**src/rtl/frame_pkg.sv**
```systemverilog
`default_nettype none
// ============================================================================
// Module      : frame_pkg
// Description : Shared constants, FSM state encodings and sizing helper
// Revision    : 1.0 - initial release
// ============================================================================
package frame_pkg;

    localparam logic [15:0] DEFAULT_SYNC_WORD = 16'hCAFE;
    localparam logic [31:0] DEFAULT_SEED      = 32'h01F97414;

    typedef logic [2:0] tx_state_t;
    localparam tx_state_t TX_IDLE = 3'd0;
    localparam tx_state_t TX_HDR  = 3'd1;
    localparam tx_state_t TX_LOAD = 3'd2;
    localparam tx_state_t TX_DATA = 3'd3;
    localparam tx_state_t TX_GAP  = 3'd4;
    localparam tx_state_t TX_WAIT = 3'd5;

    typedef logic [2:0] rx_state_t;
    localparam rx_state_t RX_IDLE = 3'd0;
    localparam rx_state_t RX_HUNT = 3'd1;
    localparam rx_state_t RX_SEQ  = 3'd2;
    localparam rx_state_t RX_DATA = 3'd3;
    localparam rx_state_t RX_EMIT = 3'd4;

    function automatic int sample_bytes(input int sample_w);
        return sample_w / 8;
    endfunction

endpackage
`default_nettype wire

```
**src/rtl/frame_manager_if.sv**
```systemverilog
`default_nettype none
// ============================================================================
// Module      : frame_manager_if
// Description : SPI byte transceiver and cipher/keystream bus of the framer
// Revision    : 1.0 - initial release
// ============================================================================
interface frame_manager_if #(
    parameter int SAMPLE_W = 16
);
    logic                spi_tx_start;
    logic [7:0]          spi_tx_data;
    logic                spi_tx_busy;
    logic [7:0]          spi_rx_data;
    logic                spi_rx_done;
    logic [SAMPLE_W-1:0] encrypt_data_out;
    logic [SAMPLE_W-1:0] tx_data_in;
    logic [SAMPLE_W-1:0] spi_rx_assembled;
    logic [SAMPLE_W-1:0] decrypt_data_in;
    logic                next_key_en;
    logic                sync_en;
    logic [31:0]         sync_state_out;

    modport master (
        output spi_tx_start, spi_tx_data, encrypt_data_out, spi_rx_assembled,
               next_key_en, sync_en, sync_state_out,
        input  spi_tx_busy, spi_rx_data, spi_rx_done, tx_data_in, decrypt_data_in
    );

    modport slave (
        input  spi_tx_start, spi_tx_data, encrypt_data_out, spi_rx_assembled,
               next_key_en, sync_en, sync_state_out,
        output spi_tx_busy, spi_rx_data, spi_rx_done, tx_data_in, decrypt_data_in
    );
endinterface
`default_nettype wire

```
**src/rtl/frame_manager_sample_fifo.sv**
```systemverilog
`default_nettype none
// ============================================================================
// Module      : sample_fifo
// Description : First-word-fall-through sample FIFO with synchronous flush
// Revision    : 1.0 - initial release
// ============================================================================
module sample_fifo #(
    parameter int SAMPLE_W   = 16,
    parameter int FIFO_DEPTH = 4
) (
    input  wire logic                clk,
    input  wire logic                rst_n,
    input  wire logic                wr,
    input  wire logic [SAMPLE_W-1:0] wr_data,
    input  wire logic                rd,
    output logic      [SAMPLE_W-1:0] rd_data,
    input  wire logic                flush,
    output logic                     full,
    output logic                     empty
);
    localparam int AW = $clog2(FIFO_DEPTH);

    logic [SAMPLE_W-1:0] r_mem [FIFO_DEPTH];
    logic [AW:0]         r_wr_ptr;
    logic [AW:0]         r_rd_ptr;

    // Extra pointer bit distinguishes full from empty when the indices match.
    assign empty   = (r_wr_ptr == r_rd_ptr);
    assign full    = (r_wr_ptr[AW-1:0] == r_rd_ptr[AW-1:0]) && (r_wr_ptr[AW] != r_rd_ptr[AW]);
    assign rd_data = r_mem[r_rd_ptr[AW-1:0]];

    always_ff @(posedge clk or negedge rst_n) begin
        if (!rst_n) begin
            r_wr_ptr <= '0;
            r_rd_ptr <= '0;
        end else if (flush) begin
            r_wr_ptr <= '0;
            r_rd_ptr <= '0;
        end else begin
            if (wr && !full)
                r_wr_ptr <= r_wr_ptr + 1'b1;
            if (rd && !empty)
                r_rd_ptr <= r_rd_ptr + 1'b1;
        end
    end

    always_ff @(posedge clk) begin
        if (wr && !full && !flush)
            r_mem[r_wr_ptr[AW-1:0]] <= wr_data;
    end

endmodule
`default_nettype wire

```
**src/rtl/frame_manager.sv**
```systemverilog
`default_nettype none
// ============================================================================
// Module      : frame_manager
// Description : Framed encrypted-audio TX/RX over a byte-wide SPI transceiver
// Revision    : 1.0 - initial release
// ============================================================================
module frame_manager
    import frame_pkg::*;
#(
    parameter int          SAMPLE_W   = 16,
    parameter int          FRAME_LEN  = 8,
    parameter int          FIFO_DEPTH = 4,
    parameter logic [15:0] SYNC_WORD  = DEFAULT_SYNC_WORD,
    parameter logic [31:0] SEED       = DEFAULT_SEED,
    parameter int          RX_TIMEOUT = 1024
) (
    input  wire logic                clk,
    input  wire logic                rst_n,
    input  wire logic                push_to_talk,
    input  wire logic [SAMPLE_W-1:0] adc_data_in,
    input  wire logic                adc_data_valid,
    output logic      [SAMPLE_W-1:0] dac_data_out,
    output logic                     dac_data_valid,
    frame_manager_if.master          bus,
    output logic                     tx_overflow,
    output logic                     rx_locked,
    output logic      [7:0]          rx_err_count
);
    localparam int             BYTES          = sample_bytes(SAMPLE_W);
    localparam int             TW             = $clog2(RX_TIMEOUT + 1);
    localparam logic [2:0]     c_last_byte    = 3'(BYTES - 1);
    localparam logic [7:0]     c_last_sample  = 8'(FRAME_LEN - 1);
    localparam logic [TW-1:0]  c_timeout_last = TW'(RX_TIMEOUT - 1);

    tx_state_t           r_tx_state;
    logic [2:0]          r_tx_idx;
    logic                r_in_hdr;
    logic [7:0]          r_tx_cnt;
    logic [7:0]          r_tx_seq;
    logic [SAMPLE_W-1:0] r_tx_word;
    logic                r_tx_start;
    logic [7:0]          r_tx_data;
    logic                r_tx_sync;
    logic                r_tx_key;
    logic                r_ptt_d;
    logic                r_overflow;

    logic                w_full, w_empty, w_fifo_wr, w_fifo_rd, w_flush, w_load_go;
    logic [SAMPLE_W-1:0] w_fifo_data;
    logic [7:0]          w_hdr_byte;

    assign w_fifo_wr = push_to_talk && adc_data_valid && !w_full;
    assign w_fifo_rd = (r_tx_state == TX_LOAD) && !w_empty;
    assign w_flush   = !push_to_talk && (r_tx_state == TX_IDLE);
    // An empty FIFO stalls LOAD only while talking; otherwise a zero sample pads the frame.
    assign w_load_go = (r_tx_state == TX_LOAD) && (!w_empty || !push_to_talk);

    sample_fifo #(
        .SAMPLE_W   (SAMPLE_W),
        .FIFO_DEPTH (FIFO_DEPTH)
    ) u_fifo (
        .clk     (clk),
        .rst_n   (rst_n),
        .wr      (w_fifo_wr),
        .wr_data (adc_data_in),
        .rd      (w_fifo_rd),
        .rd_data (w_fifo_data),
        .flush   (w_flush),
        .full    (w_full),
        .empty   (w_empty)
    );

    always_comb begin
        w_hdr_byte = r_tx_seq;
        case (r_tx_idx)
            3'd0:    w_hdr_byte = SYNC_WORD[15:8];
            3'd1:    w_hdr_byte = SYNC_WORD[7:0];
            default: w_hdr_byte = r_tx_seq;
        endcase
    end

    assign bus.encrypt_data_out = w_fifo_rd ? w_fifo_data : '0;
    assign bus.spi_tx_start     = r_tx_start;
    assign bus.spi_tx_data      = r_tx_data;
    assign bus.sync_state_out   = SEED;

    always_ff @(posedge clk or negedge rst_n) begin
        if (!rst_n) begin
            r_ptt_d    <= 1'b0;
            r_overflow <= 1'b0;
        end else begin
            r_ptt_d <= push_to_talk;
            if (push_to_talk && !r_ptt_d)
                r_overflow <= 1'b0;
            if (push_to_talk && adc_data_valid && w_full)
                r_overflow <= 1'b1;
        end
    end

    always_ff @(posedge clk or negedge rst_n) begin
        if (!rst_n) begin
            r_tx_state <= TX_IDLE;
            r_tx_idx   <= '0;
            r_in_hdr   <= 1'b0;
            r_tx_cnt   <= '0;
            r_tx_seq   <= '0;
            r_tx_word  <= '0;
            r_tx_start <= 1'b0;
            r_tx_data  <= '0;
            r_tx_sync  <= 1'b0;
            r_tx_key   <= 1'b0;
        end else begin
            r_tx_start <= 1'b0;
            r_tx_sync  <= 1'b0;
            r_tx_key   <= 1'b0;
            case (r_tx_state)
                TX_IDLE: if (push_to_talk && !w_empty) begin
                    r_tx_sync  <= 1'b1;
                    r_tx_idx   <= '0;
                    r_in_hdr   <= 1'b1;
                    r_tx_cnt   <= '0;
                    r_tx_state <= TX_HDR;
                end
                TX_HDR: begin
                    r_tx_start <= 1'b1;
                    r_tx_data  <= w_hdr_byte;
                    r_tx_state <= TX_GAP;
                end
                TX_LOAD: if (w_load_go) begin
                    r_tx_word  <= bus.tx_data_in;
                    r_tx_key   <= 1'b1;
                    r_tx_idx   <= '0;
                    r_tx_state <= TX_DATA;
                end
                TX_DATA: begin
                    r_tx_start <= 1'b1;
                    r_tx_data  <= r_tx_word[SAMPLE_W-1 -: 8];
                    r_tx_word  <= r_tx_word << 8;
                    r_tx_state <= TX_GAP;
                end
                // The transceiver may not raise busy until a cycle after start.
                TX_GAP: r_tx_state <= TX_WAIT;
                TX_WAIT: if (!bus.spi_tx_busy) begin
                    if (r_in_hdr) begin
                        if (r_tx_idx == 3'd2) begin
                            r_in_hdr   <= 1'b0;
                            r_tx_state <= TX_LOAD;
                        end else begin
                            r_tx_idx   <= r_tx_idx + 3'd1;
                            r_tx_state <= TX_HDR;
                        end
                    end else if (r_tx_idx != c_last_byte) begin
                        r_tx_idx   <= r_tx_idx + 3'd1;
                        r_tx_state <= TX_DATA;
                    end else if (r_tx_cnt == c_last_sample) begin
                        r_tx_seq   <= r_tx_seq + 8'd1;
                        r_tx_state <= TX_IDLE;
                    end else begin
                        r_tx_cnt   <= r_tx_cnt + 8'd1;
                        r_tx_state <= TX_LOAD;
                    end
                end
                default: r_tx_state <= TX_IDLE;
            endcase
        end
    end

    rx_state_t           r_rx_state;
    logic [15:0]         r_window;
    logic [2:0]          r_rx_idx;
    logic [7:0]          r_rx_cnt;
    logic [7:0]          r_exp_seq;
    logic                r_seq_check;
    logic [TW-1:0]       r_rx_timer;
    logic [SAMPLE_W-1:0] r_rx_asm;
    logic [SAMPLE_W-1:0] r_dac_data;
    logic                r_dac_valid;
    logic                r_rx_sync;
    logic                r_rx_key;
    logic                r_locked;
    logic [7:0]          r_err;

    logic [15:0]         w_window_next;
    logic [SAMPLE_W-1:0] w_asm_next;
    logic [7:0]          w_err_inc;
    logic                w_timeout;

    assign w_window_next = {r_window[7:0], bus.spi_rx_data};
    assign w_asm_next    = (r_rx_asm << 8) | SAMPLE_W'(bus.spi_rx_data);
    assign w_err_inc     = (r_err == 8'hFF) ? r_err : r_err + 8'd1;
    assign w_timeout     = !bus.spi_rx_done && (r_rx_timer == c_timeout_last);

    always_ff @(posedge clk or negedge rst_n) begin
        if (!rst_n) begin
            r_rx_state  <= RX_IDLE;
            r_window    <= '0;
            r_rx_idx    <= '0;
            r_rx_cnt    <= '0;
            r_exp_seq   <= '0;
            r_seq_check <= 1'b0;
            r_rx_timer  <= '0;
            r_rx_asm    <= '0;
            r_dac_data  <= '0;
            r_dac_valid <= 1'b0;
            r_rx_sync   <= 1'b0;
            r_rx_key    <= 1'b0;
            r_locked    <= 1'b0;
            r_err       <= '0;
        end else begin
            r_dac_valid <= 1'b0;
            r_rx_sync   <= 1'b0;
            r_rx_key    <= 1'b0;
            if (push_to_talk && (r_rx_state != RX_IDLE)) begin
                r_rx_state <= RX_IDLE;
                r_locked   <= 1'b0;
                r_rx_idx   <= '0;
            end else begin
                case (r_rx_state)
                    RX_IDLE: begin
                        r_window <= '0;
                        if (!push_to_talk)
                            r_rx_state <= RX_HUNT;
                    end
                    RX_HUNT: if (bus.spi_rx_done) begin
                        r_window <= w_window_next;
                        if (w_window_next == SYNC_WORD) begin
                            r_rx_sync   <= 1'b1;
                            r_seq_check <= r_locked;
                            r_locked    <= 1'b1;
                            r_rx_timer  <= '0;
                            r_rx_state  <= RX_SEQ;
                        end
                    end
                    RX_SEQ, RX_DATA: begin
                        if (bus.spi_rx_done) begin
                            r_rx_timer <= '0;
                            if (r_rx_state == RX_SEQ) begin
                                if (r_seq_check && (bus.spi_rx_data != r_exp_seq))
                                    r_err <= w_err_inc;
                                r_exp_seq  <= bus.spi_rx_data + 8'd1;
                                r_rx_cnt   <= '0;
                                r_rx_idx   <= '0;
                                r_rx_state <= RX_DATA;
                            end else begin
                                r_rx_asm <= w_asm_next;
                                if (r_rx_idx == c_last_byte)
                                    r_rx_state <= RX_EMIT;
                                else
                                    r_rx_idx <= r_rx_idx + 3'd1;
                            end
                        end else if (w_timeout) begin
                            r_rx_state <= RX_HUNT;
                            r_locked   <= 1'b0;
                            r_window   <= '0;
                            r_err      <= w_err_inc;
                        end else begin
                            r_rx_timer <= r_rx_timer + 1'b1;
                        end
                    end
                    RX_EMIT: begin
                        r_dac_data  <= bus.decrypt_data_in;
                        r_dac_valid <= 1'b1;
                        r_rx_key    <= 1'b1;
                        r_rx_timer  <= '0;
                        // A byte landing in this cycle belongs to whatever comes next.
                        if (r_rx_cnt == c_last_sample) begin
                            r_window   <= bus.spi_rx_done ? {8'h00, bus.spi_rx_data} : 16'h0000;
                            r_rx_state <= RX_HUNT;
                        end else begin
                            r_rx_cnt <= r_rx_cnt + 8'd1;
                            if (bus.spi_rx_done) begin
                                r_rx_asm <= w_asm_next;
                                if (c_last_byte == 3'd0) begin
                                    r_rx_state <= RX_EMIT;
                                end else begin
                                    r_rx_idx   <= 3'd1;
                                    r_rx_state <= RX_DATA;
                                end
                            end else begin
                                r_rx_idx   <= '0;
                                r_rx_state <= RX_DATA;
                            end
                        end
                    end
                    default: r_rx_state <= RX_IDLE;
                endcase
            end
        end
    end

    assign bus.spi_rx_assembled = r_rx_asm;
    assign bus.next_key_en      = r_tx_key | r_rx_key;
    assign bus.sync_en          = r_tx_sync | r_rx_sync;
    assign dac_data_out         = r_dac_data;
    assign dac_data_valid       = r_dac_valid;
    assign tx_overflow          = r_overflow;
    assign rx_locked            = r_locked;
    assign rx_err_count         = r_err;

endmodule
`default_nettype wire

```
**src/flat_wrapper.sv**
```systemverilog
// flat-port wrapper written by rule: the top's interface ports become plain ports
module frame_manager_flat import frame_pkg::*;
#(
    parameter int          SAMPLE_W   = 16,
    parameter int          FRAME_LEN  = 8,
    parameter int          FIFO_DEPTH = 4,
    parameter logic [15:0] SYNC_WORD  = DEFAULT_SYNC_WORD,
    parameter logic [31:0] SEED       = DEFAULT_SEED,
    parameter int          RX_TIMEOUT = 1024
)
  (clk, rst_n, push_to_talk, adc_data_in, adc_data_valid, dac_data_out, dac_data_valid, tx_overflow, rx_locked, rx_err_count, bus_spi_tx_start, bus_spi_tx_data, bus_encrypt_data_out, bus_spi_rx_assembled, bus_next_key_en, bus_sync_en, bus_sync_state_out, bus_spi_tx_busy, bus_spi_rx_data, bus_spi_rx_done, bus_tx_data_in, bus_decrypt_data_in);
  frame_manager_if #(.SAMPLE_W(SAMPLE_W)) bus_i ();
  input  wire logic clk;
  input  wire logic rst_n;
  input  wire logic push_to_talk;
  input  wire logic [SAMPLE_W-1:0] adc_data_in;
  input  wire logic adc_data_valid;
  output logic      [SAMPLE_W-1:0] dac_data_out;
  output logic dac_data_valid;
  output logic tx_overflow;
  output logic rx_locked;
  output logic      [7:0] rx_err_count;
  output wire logic [$bits(bus_i.spi_tx_start)-1:0] bus_spi_tx_start;
  output wire logic [$bits(bus_i.spi_tx_data)-1:0] bus_spi_tx_data;
  output wire logic [$bits(bus_i.encrypt_data_out)-1:0] bus_encrypt_data_out;
  output wire logic [$bits(bus_i.spi_rx_assembled)-1:0] bus_spi_rx_assembled;
  output wire logic [$bits(bus_i.next_key_en)-1:0] bus_next_key_en;
  output wire logic [$bits(bus_i.sync_en)-1:0] bus_sync_en;
  output wire logic [$bits(bus_i.sync_state_out)-1:0] bus_sync_state_out;
  input wire logic [$bits(bus_i.spi_tx_busy)-1:0] bus_spi_tx_busy;
  input wire logic [$bits(bus_i.spi_rx_data)-1:0] bus_spi_rx_data;
  input wire logic [$bits(bus_i.spi_rx_done)-1:0] bus_spi_rx_done;
  input wire logic [$bits(bus_i.tx_data_in)-1:0] bus_tx_data_in;
  input wire logic [$bits(bus_i.decrypt_data_in)-1:0] bus_decrypt_data_in;
  assign bus_spi_tx_start = bus_i.spi_tx_start;
  assign bus_spi_tx_data = bus_i.spi_tx_data;
  assign bus_encrypt_data_out = bus_i.encrypt_data_out;
  assign bus_spi_rx_assembled = bus_i.spi_rx_assembled;
  assign bus_next_key_en = bus_i.next_key_en;
  assign bus_sync_en = bus_i.sync_en;
  assign bus_sync_state_out = bus_i.sync_state_out;
  assign bus_i.spi_tx_busy = bus_spi_tx_busy;
  assign bus_i.spi_rx_data = bus_spi_rx_data;
  assign bus_i.spi_rx_done = bus_spi_rx_done;
  assign bus_i.tx_data_in = bus_tx_data_in;
  assign bus_i.decrypt_data_in = bus_decrypt_data_in;
  frame_manager #(.SAMPLE_W(SAMPLE_W), .FRAME_LEN(FRAME_LEN), .FIFO_DEPTH(FIFO_DEPTH), .SYNC_WORD(SYNC_WORD), .SEED(SEED), .RX_TIMEOUT(RX_TIMEOUT)) u_core (.clk(clk), .rst_n(rst_n), .push_to_talk(push_to_talk), .adc_data_in(adc_data_in), .adc_data_valid(adc_data_valid), .dac_data_out(dac_data_out), .dac_data_valid(dac_data_valid), .bus(bus_i), .tx_overflow(tx_overflow), .rx_locked(rx_locked), .rx_err_count(rx_err_count));
endmodule
```
**config.mk**
```make
export PLATFORM = sky130hd
export DESIGN_NAME = frame_manager_flat
export DESIGN_NICKNAME = d
export VERILOG_FILES = /design/src/rtl/frame_pkg.sv /design/src/rtl/frame_manager_if.sv /design/src/rtl/frame_manager_sample_fifo.sv /design/src/rtl/frame_manager.sv /design/src/flat_wrapper.sv
export SDC_FILE = /design/constraint.sdc
export NUM_CORES = 1
export LEC_CHECK = 0
export ABC_CLOCK_PERIOD_IN_PS = 2300
export CORE_ASPECT_RATIO = 1.2
export CORE_MARGIN = 1.5
export CORE_UTILIZATION = 48
export DETAILED_ROUTE_END_ITERATION = 8
export MAX_ROUTING_LAYER = met4
export PLACE_DENSITY_LB_ADDON = 0.08
export SYNTH_ARGS = -nofsm -noshare
export SYNTH_HDL_FRONTEND = slang
export SYNTH_SLANG_ARGS = --single-unit
```
**constraint.sdc**
```tcl
create_clock -name clk -period 2.3 [get_ports clk]
set_input_delay 0.575 -clock clk [delete_from_list [all_inputs] [get_ports clk]]
set_output_delay 0.575 -clock clk [all_outputs]
set_load 0.02 [all_outputs]
```
* Yosys cells after proc, flatten, opt, wreduce, memory -nomap -nowiden
Memory sizes are Yosys's and may differ from the RTL's. Cells that the tools add are included.
Storage, ports and cells: input bits 62, memories 1, RAM bits 64, register bits 143
Cells by class: equal/unequal tests 53, $add $sub $neg 10, reduce and logical (&&, ||, !) cells 58, multiplexer cells 98, bitwise gates (word level) 7
Memory list:
- u_core.u_fifo.r_mem | depth 4, width 16, read ports 1, clocked after Yosys merged registers in 0, wr ports 1, line frame_manager_sample_fifo.sv:23 | logic [SAMPLE_W-1:0] r_mem [FIFO_DEPTH];
Operators by type and width (count):
- 8-bit 2-to-1 mux | 18
- 16-bit 2-to-1 mux | 6
- 3-bit 2-to-1 mux | 28
- 16-bit case mux with 2 select lines | 2
- 8-bit case mux with 2 select lines | 4
- 11-bit 2-to-1 mux | 4
- 8-bit by 1-bit adder with 8-bit output, second input constant | 5
- 11-bit case mux with 3 select lines | 1
- 8-bit case mux with 4 select lines | 1
- 5-bit AND reduction | 6
- 1-bit 2-to-1 mux | 25
- 6-bit AND reduction | 4
- 2-bit inequality test, second input constant | 11
- 16-bit equality test, second input constant | 1
- 8-bit by 3-bit equality test with 1-bit output, second input constant | 2
- 16-bit by 8-bit OR with 16-bit output | 1
- 2-bit nonzero test | 8
- 3-bit by 2-bit equality test with 1-bit output, second input constant | 5
- 1-bit logical AND | 15
- 3-bit by 2-bit inequality test with 1-bit output, second input constant | 5
- 3-bit case mux with 5 select lines | 1
- 3-bit nonzero test | 5
- 2-bit by 1-bit inequality test with 1-bit output, second input constant | 7
- 3-bit by 1-bit adder with 3-bit output, second input constant | 4
- other kinds (28) | 57

* Logic depth before layout (Yosys ltp)
Gate-level depths: netlist of the first run.
depth after elaboration 8, mapped depth 10, mapped depth without buffers 8

* Cells and area by module
Synthesis of the first run repeated with hierarchy kept, for this count alone.
Second synthesis, totals: cells, all modules 868, area total of the unflattened synthesis 9947.0 µm²
Modules (own cells, without submodules):
- frame_manager | cells an instance 720, area an instance 7079.3 µm², instances 1
- sample_fifo | cells an instance 148, area an instance 2867.8 µm², instances 1

* Worst setup path before layout of the first run
OpenSTA, ideal clock, no wires.
path kind reg2out, from register u_core.u_fifo.r_rd_ptr[1], to output port bus_encrypt_data_out[0], stages on the path, launching flop included 8, setup slack -0.184 ns, data arrival time 1.909 ns, required time 1.725 ns, path through dfrtp_1 buf_4 xor2_1 nor3_1 or2_2 clkbuf_1 clkbuf_1 nor2b_1
Between the ends: word-level cells in the longest chain between the ends 4, elaborated cells between the ends (all ways) 5, those cells by class eq/ne (1); mux (1); reduce/logical (2); memory (1)
RTL lines:
- start: declaration | line frame_manager_sample_fifo.sv:25 | logic [AW:0] r_rd_ptr;
- start signal: assignment | line frame_manager_sample_fifo.sv:43 | r_rd_ptr <= r_rd_ptr + 1'b1;
- 3-bit equality test | line frame_manager_sample_fifo.sv:28 | assign empty = (r_wr_ptr == r_rd_ptr);
- 1-bit logical NOT | line frame_manager.sv:53 | assign w_fifo_rd = (r_tx_state == TX_LOAD) && !w_empty;
- 1-bit logical AND | line frame_manager.sv:53
- 16-bit 2-to-1 mux (*) | line frame_manager.sv:82 | assign bus.encrypt_data_out = w_fifo_rd ? w_fifo_data : '0;
- end: declaration | line flat_wrapper.sv:25 | output wire logic [$bits(bus_i.encrypt_data_out)-1:0] bus_encrypt_data_out;
Every way passes the cells marked *; elsewhere a longest branch is shown, timed or not.

* Worst setup path in the final report of the first run
from register u_core.u_fifo.r_rd_ptr[0], to output port bus_encrypt_data_out[9]
Same word-level chain as after synthesis.

==> reports/qor.csv, run 1 <==
metric;value;unit
cts_made_buffers;23;
num_rows;56;
synth.yosys.seq_area_share;56.6;%
fin_worst_skew;0.0112;ns
cp_data_required_time;1.73;ns
cp-startpoint;u_core.u_fifo.r_rd_ptr[0];
coreArea;19700;um2
cp.arrival;1.92;ns
die_width;133;um
power.share.clock;32.8;%
period_needed;2.49;ns
vdd_drop_max;0.513;mV
timing.setup.critical_path_class;reg -> out;
timing.max_slew.rel_slack;62.7;%
finalHoldViolations;0;
count_of_placed_standard_cells_in_the_final_layout_fillers_left_out;1299;
max_freq;0.402;GHz
cp-end-kind;primary output;
max-cap-violations;0;
route.vias.total;6760;
clk-insertion-delay-late;0.50;ns
pin_count;164;
placed_instance_area;11900;um2
area.sequential;5500;um2
detailedPlacementHpwl;15.0;mm
share_comb_of_total_power;25.1;%
clock_path_buffers;3;
floorplan.initialDensity;49.3;%
grt.overflow.total;0;
synth-seq-cells;207;
finalSetupViolations;16;
antenna_found_initial;0;
worst_margin_pin_slew;0.554;ns
clk_root_buffer_cell;sky130_fd_sc_hd__clkbuf_16;
rsz0062_at_grt;yes;
r2r_start;u_core.r_tx_cnt[3];
finalWeightedCongestion;0.818;
share_of_layout_cells_above_drive_strength_1;21.1;%
cts_sinks;207;
synth.yosys.warnings;0;
fin_crit_sh;108;%
p_seq_share;42.1;%
p_leak;5.41;nW
cts_tree;done;
power-per-cell-area;880;nW/um2
first_pass_iters;4;
power_switching;3.19;mW
htree_num_levels;1;
sw_frac_of_total;28.7;%
internal_power;7.95;mW
outcome;finished, violations left;
port_buffers;131;
worstReg2RegEnd;u_core.r_tx_cnt[6];
ant_nets;0;
worst_r2r_path_depth;6;
drt-vias-per-instance;5.20;
post-route-drc-count;0;
mappedNetlistArea;9710;um2
critical_path.endpoint;bus_encrypt_data_out[9];
design.final.nets;1103;
fillers;1526;
area_growth;30.5;%
failed_checks;setup timing;
routed_wirelength;21.2;mm
route.detailed.wl_per_inst;16.3;um
first_global_vias;7107;
fin_util;64.3;%
grt_max_degree;57;
postSynth.asyncResetShare;69.1;%
antenna_cells_inserted;0;
fin_area;12700;um2
timing.hold.worst.class;in -> async;
place_inst;1256;
post_synth.cell_area_avg;11.8;um2
ys_types;66;
die_area;21100;um2
slew_viol_final;0;
finalWorstSetupSlack;-0.191;ns
synth_cells;823;
die-height;159;um
synth_edf_count;64;
postSynth.topFlopCell;sky130_fd_sc_hd__dfrtp_1;
critPathLaunchType;flip-flop;
initialDrtViolationCount;275;
place_worst_setup_slack;-0.366;ns
cts.clk_slew.worst_paths;0.06;ns
reg2reg_setup_slack;0.16;ns
total_routing_resource_utilization_after_global_routing;21.2;%
cp_max_fo;9;
multi_input_gate_area_in_the_final_layout;3920;um2
first_pass_grt_wire_length;35.9;mm
[cell type report]
type | count | share of cell area [%]
clock buffers | 33 | 5.23
clock inverters | 7 | 0.731
inverters | 33 | 0.978
multi-input cells | 550 | 30.9
flip-flops and latches | 207 | 43.4
well taps | 261 | 2.58
repair buffers | 208 | 16.1
[flip-flops by register name (all words and copies together) (netlist names), 11 cells and up]
signal / cells
u_core.u_fifo.r_mem: 64
u_core.dac_data_out: 16
u_core.bus.spi_rx_assembled: 16
u_core.r_rx_timer: 11
u_core.r_tx_word: 16
[power by group through the flow]
| stage | clock, mW | combinational [mW] | sequential [mW] |
|---|---|---|---|
| global route | 3.89 | 3.10 | 4.76 |
| global placement | 0 | 2.66 | 4.72 |
| finish | 3.65 | 2.80 | 4.70 |
| CTS | 3.75 | 2.80 | 4.70 |
| floorplan | 0 | 1.55 | 4.82 |
| detailed placement | 0 | 2.74 | 4.75 |
[logic make-up after synthesis]
family          after synthesis  synth area share [%]
other cells                   2                0.0773
fa+ha+maj                    18                  2.32
mux                          64                  9.56
buf+inv                      96                  5.32
compound gates              133                  8.21
flops                       207                  56.6
xor+xnor                     40                  3.61
simple gates                263                  14.3
[synth_stat cells, types with 16 or more instances]
cell type / count / share of area, %
sky130_fd_sc_hd__nand2_1: 91 / 3.5
sky130_fd_sc_hd__mux2_2: 26 / 3.0
sky130_fd_sc_hd__mux4_2: 16 / 3.7
sky130_fd_sc_hd__ha_1: 18 / 2.3
sky130_fd_sc_hd__o21ai_0: 52 / 2.7
sky130_fd_sc_hd__nor2b_1: 26 / 1.7
sky130_fd_sc_hd__nor2_1: 40 / 1.5
sky130_fd_sc_hd__a21oi_1: 34 / 1.8
sky130_fd_sc_hd__buf_4: 37 / 2.9
sky130_fd_sc_hd__clkbuf_1: 21 / 0.81
sky130_fd_sc_hd__xnor2_1: 27 / 2.4
sky130_fd_sc_hd__nand3_1: 21 / 1.1
sky130_fd_sc_hd__edfxtp_1: 64 / 20
sky130_fd_sc_hd__dfrtp_1: 143 / 37
sky130_fd_sc_hd__inv_1: 33 / 1.3
[critical path, stage by stage, from the launching register on]
cell and delay [ns]:
sky130_fd_sc_hd__dfrtp_2 0.44, sky130_fd_sc_hd__buf_12 0.17, sky130_fd_sc_hd__mux4_2 0.51, sky130_fd_sc_hd__nor2b_1 0.15
sky130_fd_sc_hd__buf_4 0.15
[metal layers]
layer / wire [um] / part of all wire [%] / global-route usage (%)
met5: 0 / 0 / -
met4: 266 / 1.3 / 4.15
met3: 831 / 3.9 / 2.81
met2: 11300 / 53 / 37.8
met1: 8830 / 42 / 25.9
[how the worst min path moves through the flow]
stage                                                 to           start  cells after the start
after detailed placement              u_core.tx_overflow  u_core.r_ptt_d                      2
after global routing           u_core.u_fifo.r_wr_ptr[0]           rst_n                      1
final                          u_core.u_fifo.r_wr_ptr[0]           rst_n                      1
after global placement                u_core.tx_overflow  u_core.r_ptt_d                      2
after CTS                      u_core.u_fifo.r_wr_ptr[0]           rst_n                      1
after floorplan           u_core.bus.spi_rx_assembled[0]           rst_n                      0
[per-stage QoR]
step	hold slack, ns	power, mW	setup TNS, ns
global route	0.0627	11.7	-3.65
CTS	0.0381	11.2	-2.86
floorplan	0.279	6.36	0
finish	0.0307	11.1	-2.38
detailed placement	0.462	7.49	-23.13
global placement	0.453	7.38	-15.33
[repair_timing]
action,CTS,global route
setup endpoints to repair,26,16
pin swaps,3,0
setup buffers,2,1
gates cloned,0,0
hold buffers,0,0
resized for setup,99,2
[placed cells by master, fill, tap and decap left out, drive strengths merged, types with 11 or more instances in the layout]
cell / count
dfrtp: 143
clkdlybuf4s50: 112
buf: 94
nand2: 93
edfxtp: 64
o21ai: 55
nor2: 40
mux2: 37
a21oi: 36
inv: 34
clkbuf: 33
conb: 32
xnor2: 27
nor2b: 26
nand3: 22
ha: 18
mux4: 16
o22ai: 13
xor2: 13
nor3: 13
nand2b: 12
nand4: 12
and3: 11
mux2i: 11
No activity file was read; power rests on OpenSTA's default activity.
==> inputs of run 2 (changes only) <==
==> constraint.sdc (replaced) <==
create_clock -name clk -period 2.3 [get_ports clk]
set_input_delay 0.345 -clock clk [delete_from_list [all_inputs] [get_ports clk]]
set_output_delay 0.345 -clock clk [all_outputs]
set_load 0.02 [all_outputs]
==> run 2 against run 1 <==
Net effect:
- register-to-register slack gained 0.02 ns
- the run now ends clean
- non-clock buffer count shrank 10
- setup slack gained 0.21 ns
- die area is the same
- highest routed layer unchanged
- final cell count shrank 0.62%
- first-iteration DRC count shrank 3.6%
- routed wire length shrank 0.14%
- design area shrank 0.69%
- count of clock-buffer cells in the layout shrank 8
- sequential power is essentially flat
- via count grew 0.47%
- critical path depth is the same
==> reports/qor.csv, run 2 (synthesis results as in run 1) <==
metric;value;unit
cp-startpoint;u_core.u_fifo.r_rd_ptr[0];
slew_viol_final;0;
initialDrtViolationCount;265;
max_freq;0.438;GHz
p_leak;5.35;nW
routed_wirelength;21.1;mm
routed_wire_length_on_met2;11.3;mm
fin_crit_sh;99.3;%
port_buffers;131;
cts_sinks;207;
route.vias.total;6792;
wl_met1;8.53;mm
cp_max_fo;5;
drt-vias-per-instance;5.26;
share_of_layout_cells_above_drive_strength_1;20.3;%
total_routing_resource_utilization_after_global_routing;21.0;%
clock_path_buffers;3;
fillers;1502;
rsz0062_at_grt;yes;
largest_register_ffs;64;
timing.setup.critical_path_class;reg -> out;
first_pass_iters;4;
first_global_vias;7127;
fin_worst_skew;0.0188;ns
timing.max_slew.rel_slack;54.9;%
place_inst;1246;
fin_area;12600;um2
sw_frac_of_total;28.3;%
floorplan.initialDensity;49.3;%
num_rows;56;
outcome;complete, no violations;
area_growth;29.6;%
clk_root_buffer_cell;sky130_fd_sc_hd__clkbuf_16;
reg2reg_setup_slack;0.18;ns
power.share.clock;34.5;%
cts_made_buffers;22;
share_comb_of_total_power;24.4;%
place_worst_setup_slack;-0.178;ns
clk-insertion-delay-late;0.51;ns
timing.hold.worst.class;in -> async;
vdd_drop_max;0.533;mV
cp_data_required_time;1.96;ns
design.final.nets;1094;
internal_power;8.17;mW
p_seq_share;41.1;%
antenna_cells_inserted;0;
post-route-drc-count;0;
grt.overflow.total;0;
r2r_start;u_core.r_tx_cnt[3];
layout_commonest_cell;sky130_fd_sc_hd__dfrtp_1;
htree_num_levels;1;
die_width;133;um
critical_path.endpoint;bus_encrypt_data_out[2];
critPathLaunchType;flip-flop;
dr.max_layer_used;met4;
power_switching;3.22;mW
power-per-cell-area;906;nW/um2
commonest_cells_after_routing_fill_and_taps_aside;142 x sky130_fd_sc_hd__dfrtp_1, 114 x sky130_fd_sc_hd__clkdlybuf4s50_1, 91 x sky130_fd_sc_hd__nand2_1, 64 x sky130_fd_sc_hd__edfxtp_1, 57 x sky130_fd_sc_hd__buf_4;
fin_util;63.9;%
area.sequential;5500;um2
finalHoldViolations;0;
placed_instance_area;11600;um2
grt_max_degree;61;
cp.arrival;1.94;ns
count_of_placed_standard_cells_in_the_final_layout_fillers_left_out;1291;
pin_count;164;
finalSetupViolations;0;
detailedPlacementHpwl;14.6;mm
cts_tree;done;
die_area;21100;um2
max-cap-violations;0;
worstReg2RegEnd;u_core.r_tx_seq[7];
cp-end-kind;primary output;
fin_hold_ws;0.330;ns
worst_r2r_path_depth;7;
finalWeightedCongestion;0.865;
ant_nets;0;
met3WireLength;805;um
cts.clk_slew.worst_paths;0.06;ns
worst_margin_pin_slew;0.676;ns
die-height;159;um
antenna_found_initial;0;
route.detailed.wl_per_inst;16.4;um
multi_input_gate_area_in_the_final_layout;3910;um2
coreArea;19700;um2
finalSetupTns;0;ns
first_pass_grt_wire_length;35.4;mm
finalWorstSetupSlack;0.0171;ns
p_total;11.4;mW
period_needed;2.28;ns
-- run 2: layout make-up --
class | instances | share of cell area, %
clock inverter | 15 | 1.92
timing repair buffer | 198 | 15.1
inverter | 33 | 0.984
tap | 261 | 2.60
sequential | 207 | 43.7
clock buffer | 25 | 4.54
multi-input combinational | 552 | 31.1
-- run 2: worst max-delay path: stages (launching register included) --
cell                      delay [ns]
sky130_fd_sc_hd__dfrtp_2        0.46
sky130_fd_sc_hd__buf_8          0.16
sky130_fd_sc_hd__mux4_2         0.50
sky130_fd_sc_hd__nor2b_2        0.17
sky130_fd_sc_hd__buf_6          0.13
-- run 2: timing repair --
item                                    in CTS  in global routing
endpoints found under the setup margin      16                 16
hold endpoints to repair                    40                  0
hold buffers                                 1                  0
resized for setup                           78                 31
pin swaps                                    2                  0
setup buffers                                1                  1
gates cloned                                 3                  0
-- run 2: power by group through the flow --
stage	Clock, mW	Combinational, mW	Sequential, mW
6_report	3.93	2.78	4.69
2_1_floorplan	0	1.49	4.81
3_5_place_dp	0	2.65	4.73
4_1_cts	4.02	2.79	4.68
3_3_place_gp	0	2.59	4.70
5_1_grt	4.16	3.09	4.75
-- run 2: layer usage --
| layer | track usage, % | up-vias |
|---|---|---|
| met5 | - | - |
| met4 | 6.04 | 0 |
| met3 | 2.71 | 46 |
| met2 | 37.8 | 174 |
| met1 | 24.6 | 3335 |
| li1 | - | 3237 |
-- run 2: worst min-delay path by stage --
| stage | cells after the start | from | end |
|---|---|---|---|
| after floorplan | 0 | rst_n | u_core.bus.spi_rx_assembled[0] |
| after global placement | 1 | rst_n | u_core.r_tx_seq[3] |
| after detailed placement | 1 | rst_n | u_core.r_tx_seq[3] |
| after CTS | 2 | rst_n | u_core.r_tx_state[2] |
| after global routing | 2 | rst_n | u_core.r_tx_state[0] |
| final | 2 | rst_n | u_core.r_tx_state[0] |
